<file path="src/rtl/ysyx_22050854_ifu_fetch.sv">
// Instruction fetch stage: owns the fetch PC, issues word requests to imem, tags them with
// their PC, and buffers in-order responses as {pc, inst} for decode. Redirects flush and drop.
module ysyx_22050854_ifu_fetch #(
  parameter logic [63:0] RESET_PC        = 64'h8000_0000,
  parameter int          FIFO_DEPTH      = 4,
  parameter int          MAX_OUTSTANDING = 2
) (
  input  logic        clk,
  input  logic        rst,
  output logic        imem_req_valid,
  input  logic        imem_req_ready,
  output logic [63:0] imem_req_addr,
  input  logic        imem_rsp_valid,
  input  logic [31:0] imem_rsp_data,
  input  logic        redirect_valid,
  input  logic [63:0] redirect_pc,
  output logic        out_valid,
  input  logic        out_ready,
  output logic [63:0] out_pc,
  output logic [31:0] out_inst
);
  // Handshakes: a transfer happens on a rising edge where valid && ready; a valid source
  // holds its payload stable until accepted. imem responses carry no ready (never stalled).
  localparam int TD = (MAX_OUTSTANDING < 2) ? 2 : MAX_OUTSTANDING;
  localparam int TW = $clog2(TD);
  localparam int FW = $clog2(FIFO_DEPTH);
  localparam int CW = $clog2(MAX_OUTSTANDING + FIFO_DEPTH + 1);
  localparam logic [CW-1:0] MAX_C   = CW'(MAX_OUTSTANDING);
  localparam logic [CW-1:0] DEPTH_C = CW'(FIFO_DEPTH);

  logic [63:0]   fetch_pc;
  logic [63:0]   tag_mem [TD];
  logic [TW-1:0] tag_wr, tag_rd;
  logic [CW-1:0] inflight, drop_cnt, fifo_count;
  logic [63:0]   fifo_pc [FIFO_DEPTH];
  logic [31:0]   fifo_inst [FIFO_DEPTH];
  logic [FW-1:0] fifo_wr, fifo_rd;

  logic req_fire, rsp_keep, rsp_drop, pop, rsp_legal;
  logic unused_ok;

  function automatic logic [TW-1:0] tag_next(input logic [TW-1:0] p);
    return (p == TW'(TD - 1)) ? '0 : p + TW'(1);
  endfunction

  assign unused_ok = ^redirect_pc[1:0];

  // Credit uses registered counts only, so a response this cycle frees no slot until next cycle.
  always_comb begin
    imem_req_valid = rst && !redirect_valid
                     && ((inflight + drop_cnt) < MAX_C)
                     && ((inflight + fifo_count) < DEPTH_C);
    imem_req_addr  = fetch_pc;
    out_valid      = (fifo_count != '0) && !redirect_valid;
    out_pc         = fifo_pc[fifo_rd];
    out_inst       = fifo_inst[fifo_rd];
    req_fire       = imem_req_valid && imem_req_ready;
    rsp_legal      = (inflight != '0) || (drop_cnt != '0);
    rsp_drop       = imem_rsp_valid && (drop_cnt != '0);
    rsp_keep       = imem_rsp_valid && (drop_cnt == '0) && (inflight != '0);
    pop            = out_valid && out_ready;
  end

  always_ff @(posedge clk or negedge rst) begin
    if (!rst) begin
      fetch_pc   <= RESET_PC;
      tag_wr     <= '0;
      tag_rd     <= '0;
      inflight   <= '0;
      drop_cnt   <= '0;
      fifo_wr    <= '0;
      fifo_rd    <= '0;
      fifo_count <= '0;
      for (int i = 0; i < TD; i++) tag_mem[i] <= '0;
      for (int i = 0; i < FIFO_DEPTH; i++) begin
        fifo_pc[i]   <= '0;
        fifo_inst[i] <= '0;
      end
    end else if (redirect_valid) begin
      // Everything still in flight becomes a response to swallow.
      fetch_pc   <= {redirect_pc[63:2], 2'b00};
      tag_wr     <= '0;
      tag_rd     <= '0;
      inflight   <= '0;
      fifo_wr    <= '0;
      fifo_rd    <= '0;
      fifo_count <= '0;
      drop_cnt   <= drop_cnt + inflight - CW'(imem_rsp_valid && rsp_legal);
    end else begin
      if (req_fire) begin
        tag_mem[tag_wr] <= fetch_pc;
        tag_wr          <= tag_next(tag_wr);
        fetch_pc        <= fetch_pc + 64'd4;
      end
      if (rsp_keep) begin
        fifo_pc[fifo_wr]   <= tag_mem[tag_rd];
        fifo_inst[fifo_wr] <= imem_rsp_data;
        fifo_wr            <= fifo_wr + FW'(1);
        tag_rd             <= tag_next(tag_rd);
      end
      if (rsp_drop) drop_cnt <= drop_cnt - CW'(1);
      if (pop) fifo_rd <= fifo_rd + FW'(1);
      inflight   <= inflight + CW'(req_fire) - CW'(rsp_keep);
      fifo_count <= fifo_count + CW'(rsp_keep) - CW'(pop);
    end
  end

`ifndef SYNTHESIS
  always_ff @(posedge clk) begin
    if (rst) assert (!(imem_rsp_valid && !rsp_legal));
  end
`endif

endmodule
</file>
<file path="config.mk">
export PLATFORM = sky130hd
export DESIGN_NAME = ysyx_22050854_ifu_fetch
export DESIGN_NICKNAME = d
export VERILOG_FILES = /design/src/rtl/ysyx_22050854_ifu_fetch.sv
export SDC_FILE = /design/constraint.sdc
export NUM_CORES = 1
export LEC_CHECK = 0
export ABC_AREA = 1
export BUFFER_PORTS_ARGS = -buffer_cell sky130_fd_sc_hd__buf_4
export CAP_MARGIN = 5
export CELL_PAD_IN_SITES_DETAIL_PLACEMENT = 1
export CELL_PAD_IN_SITES_GLOBAL_PLACEMENT = 1
export CORE_UTILIZATION = 25
export DETAILED_ROUTE_END_ITERATION = 16
export GPL_ROUTABILITY_DRIVEN = 0
export PLACE_DENSITY_LB_ADDON = 0.1
export SYNTH_ARGS = -nofsm -noshare
export SYNTH_HDL_FRONTEND = slang
export SYNTH_SLANG_ARGS = --single-unit
</file>
<file path="constraint.sdc">
create_clock -name clk -period 7.26 [get_ports clk]
set_input_delay 1.452 -clock clk [delete_from_list [all_inputs] [get_ports clk]]
set_output_delay 1.452 -clock clk [all_outputs]
set_load 0.02 [all_outputs]
</file>
Word level (Yosys, flattened, before mapping)
Index checks and enable logic that the tools add are counted.

Output and inout port bits: 162. Bits in registers: 591. Logic and storage cells: 102.

Add/subtract/negate cells: 13. Magnitude comparators: 8. Muxes and demuxes: 34. Bitwise operators: 5. Reduce and logical (&&, ||, !) cells: 24.

Operator list (count): $mux W64 (9); $bwmux W128 (2); $bwmux W256 (1); $bmux W64 S2 (1); $demux W64 S2 (1); $mux W32 (3); $add A64 B3 Y64 const B (1); $bmux W32 S2 (1); $demux W32 S2 (1); $demux W64 S1 (1); $logic_and A1 B1 Y1 (12); $mux W3 (4); $reduce_bool A3 Y1 (3); $sub A3 B1 Y3 (3); $mux W2 (4); $reduce_bool A2 Y1 (4); $add A3 B1 Y3 (2); $add A3 B3 Y3 (2); $ge A3 B3 Y1 const B (2); $mux W1 (6); $not A2 Y3 (2); $add A2 B1 Y2 const B (2); $ge A2 B2 Y1 const B (2); $not A1 Y2 (2); 11 further kinds (13).

Longest topological paths before layout
Word-level depth: 8. Gate-level depth with buffers: 18. Gate-level depth less buffers: 17.

Least setup slack after synthesis
OpenSTA, ideal clock, no wires.

Path kind: input-to-output. Start: input redirect_valid. End: output imem_req_valid. Path buffers: 1. Stages: 6. Path slack: 3.687 ns. Arrival time: 2.121 ns. Cell sequence: buf_2 -> inv_1 -> nand3_1 -> a21oi_1 -> nand2_1 -> inv_1.

Cells in the longest elaborated chain, start to end: 4.

Ends and longest elaborated chain: start, declared (RTL line 15) `input logic redirect_valid,`; $logic_not A1 Y1 (RTL line 50) `imem_req_valid = rst && !redirect_valid`; $logic_and A1 B1 Y1 (RTL line 50); $logic_and A1 B1 Y1 (RTL line 51) `&& ((inflight + drop_cnt) < MAX_C)`; $logic_and A1 B1 Y1 (RTL line 52) `&& ((inflight + fifo_count) < DEPTH_C);`; end, declared (RTL line 10) `output logic imem_req_valid,`.

No other way between the ends.

Worst setup path after layout
Start: register fifo_rd[1]. End: output out_inst[29].

Cells in the longest elaborated chain, start to end: 4.

Ends and longest elaborated chain: start, declared (RTL line 37) `logic [FW-1:0] fifo_wr, fifo_rd;`; start signal, assigned (RTL line 102) `if (pop) fifo_rd <= fifo_rd + FW'(1);`; $not A2 Y3 (implied by the code) (RTL line 56) `out_inst = fifo_inst[fifo_rd];`; $bmux W32 S2 (RTL line 56); $mux W32 (implied by the code) (2 in a row) (RTL line 56); end, declared (RTL line 20) `output logic [31:0] out_inst`.

No other way between the ends. The select of a mux whose other input is x is not followed.

==> impl_metrics.ini <==
[placement]
placedCellCount = 5000
port_buffers = 257
place_ws_ns = 2.20
dpl.hpwl_um = 66800
place_area_um2 = 30500

[synthesis]
ys_top_cells_by_area = dfrtp_1 53%, nand2_1 19%, o21ai_0 6.5%, nor2_1 4.6%, mux2_2 2.5%
synth.top_cell.area_share_pct = 52.6
yosys.area.top_type = dfrtp_1
ys_warn_count = 0
synth-seq-cells = 577
syn_inst = 3499
synth_area_um2 = 27400
synth-edff-count = 0
ys_types = 34
async_reset_ff_share_pct = 100
ys_dominant_reg_cell = dfrtp_1
synth-seq-area-share_pct = 52.7
synth_area_per_cell_um2 = 7.83

[power_and_ir_drop]
p_leak_nw = 16.6
ir_worst_vdd_v = 0.000186
p_per_area_nw_per_um2 = 337

[floorplan]
core_um2 = 109000
ioPinCount = 264
initial_core_util_pct = 25.2
rows = 121
fp.dieH_um = 333
die_w_um = 333
die_area_um2 = 111000

[clocking]
cts.clk_slew.worst_paths_ns = 0.06
cts_hold_buffers = 0
cts_max_level = 3
cts_tree = built
postCtsSetupBuffers = 0
cts_sinks = 577
clkLatencyLatePin_ns = 0.64
cts_buffers = 75
cts_resized = 0
clock-root-buffer = clkbuf_16
max-clock-path-buffers = 3

[routing]
vias = 23700
via_per_inst = 4.63
m1WireLength_um = 51700
drc = 0
drtPass1Iterations = 5
wl_um = 106000
wl_per_cell_um = 20.7
drt_iter0_drc = 1395
top_layer_used = met4
ant_nets = 0
wl_met2_um = 48100
wl_met3_um = 3940

[layout]
multi_input_area_um2 = 11500
final_cells = 5132
postLayoutCellArea_um2 = 32900
fill_cells = 13000
syn2layout_area_growth_pct = 19.9
layout_commonest_cell = nand2_1
diodes = 0
regArea_um2 = 14400
drive_gt1_share_pct = 13.1
final_nets = 3783
layout_common_cells = 1411 x nand2_1, 573 x dfrtp_1, 356 x o21ai_0, 333 x nor2_1, 278 x buf_4

[worst_hold_path]
min_path_type = reg -> reg

[sta]
rsz0062_at_grt = false
tightest_slew_ns = 1.02
max_freq_mhz = 210
fin_worst_skew_ns = 0.0218
period_needed_ns = 4.77
slew_viol_final = 0
layout_setup_ws_ns = 2.49
tns_ns = 0
setup_viol = 0
slew_headroom_pct = 31.7
hold_viol = 0
fin_crit_sh_pct = 65.6

[global_routing]
grt_max_degree = 163
grt_pass1_wl_um = 163000
grt_pass1_vias = 24900
overflow = 0
antenna_found_initial = 1
grt.total_usage_pct = 19.3

[setup_path]
critPathRequiredTime_ns = 5.81
cp-end-kind = output port
critPathKind = reg -> out
crit_fanout = 52
cp-start-kind = flop
worstPathArrival_ns = 3.31
reg2reg_slack_ns = 3.49
path_cells = clkinv_2 -> buf_12 -> o21ai_0 -> o22ai_1 -> buf_4
crit_slowest_cell = clkinv_2
max_stage_delay_ns = 0.87

[job]
maxCapViolations = 0

[run_status]
status = completed
-- sequential cells by signal, summed over array words and instances (netlist names) --
name / cells
tag_wr: 1
fifo_wr: 2
fifo_pc: 248
fifo_count: 3
fifo_rd: 2
tag_mem: 124
imem_req_addr: 62
drop_cnt: 3
fifo_inst: 128
inflight: 3
tag_rd: 1
-- per-stage QoR --
step           total power [mW]  util [%]  hold slack, ns
2_1_floorplan              5.91         -           0.444
3_3_place_gp               7.49      28.0           0.457
3_5_place_dp               7.50      28.0           0.461
4_1_cts                    11.3      30.2           0.476
5_1_grt                    11.8      30.2           0.486
6_report                   11.1      30.2           0.472
-- where the power goes --
| group | internal, mW | total, mW | switching (mW) |
|---|---|---|---|
| combinational | 1.15 | 3.34 | 2.19 |
| sequential | 3.66 | 4.02 | 0.361 |
| clock | 2.19 | 3.71 | 1.52 |
| total | 7.00 | 11.1 | 4.07 |
-- worst max-delay path, delay by kind of cell (launching register included) --
kind	cells	cell delay, ns
flip-flops	1	0.74
AO/OA/AOI/OAI	2	0.32
buffers and inverters	3	1.59
-- cell usage after synthesis (2+ instances only) --
cell / number
nand2_1: 1411
dfrtp_1: 576
o21ai_0: 356
nor2_1: 333
inv_1: 150
nand3_1: 132
clkbuf_1: 110
o21ai_1: 106
o22ai_1: 94
mux2_2: 62
buf_2: 61
ha_1: 15
buf_6: 13
nand4_1: 13
xor2_1: 12
buf_1: 11
inv_2: 7
a21oi_1: 5
o21ai_2: 5
buf_4: 4
nand2_2: 4
nor2_2: 4
fa_1: 3
nand2_4: 2
-- layer usage --
metal  global-route usage, %  up-vias
met5                       0        -
met4                    5.69        0
met3                    2.94      109
met2                    30.8      412
met1                    26.7    11700
li1                        -    11600
-- cells by family after synthesis --
| group | share of synthesized area [%] |
|---|---|
| AO/OA/AOI/OAI | 10.9 |
| XOR/XNOR | 0.383 |
| adder cells (fa/ha/maj) | 0.904 |
| buffers and inverters | 5.59 |
| flip-flops | 52.7 |
| multiplexers | 2.55 |
| other | 0.0137 |
| AND/OR/NAND/NOR | 27.0 |
-- area by class of cell --
cell class / count / area share, %
flip-flops and latches: 577 / 43.9
repair buffers: 283 / 6.64
multi-input cells: 2568 / 34.9
clock inverters: 23 / 0.753
well taps: 1414 / 5.38
clock buffers: 109 / 6.53
inverters: 158 / 1.86
-- worst paths after layout --
check | end | depth (start not counted) | from
max | out_inst[29] | 5 | fifo_rd[1]$_DFFE_PN0P_
min | fifo_pc[189]$_DFFE_PN0P_ | 2 | fifo_pc[189]$_DFFE_PN0P_
max reg2reg | tag_mem[4]$_DFFE_PN0P_ | 11 | inflight[0]$_DFF_PN0_
min reg2reg | fifo_pc[189]$_DFFE_PN0P_ | 2 | fifo_pc[189]$_DFFE_PN0P_
max in group asynchronous | fifo_rd[1]$_DFFE_PN0P_ | 3 | rst
min in group asynchronous | fifo_inst[17]$_DFFE_PN0P_ | 1 | rst
No activity file was read; power rests on OpenSTA's default activity.
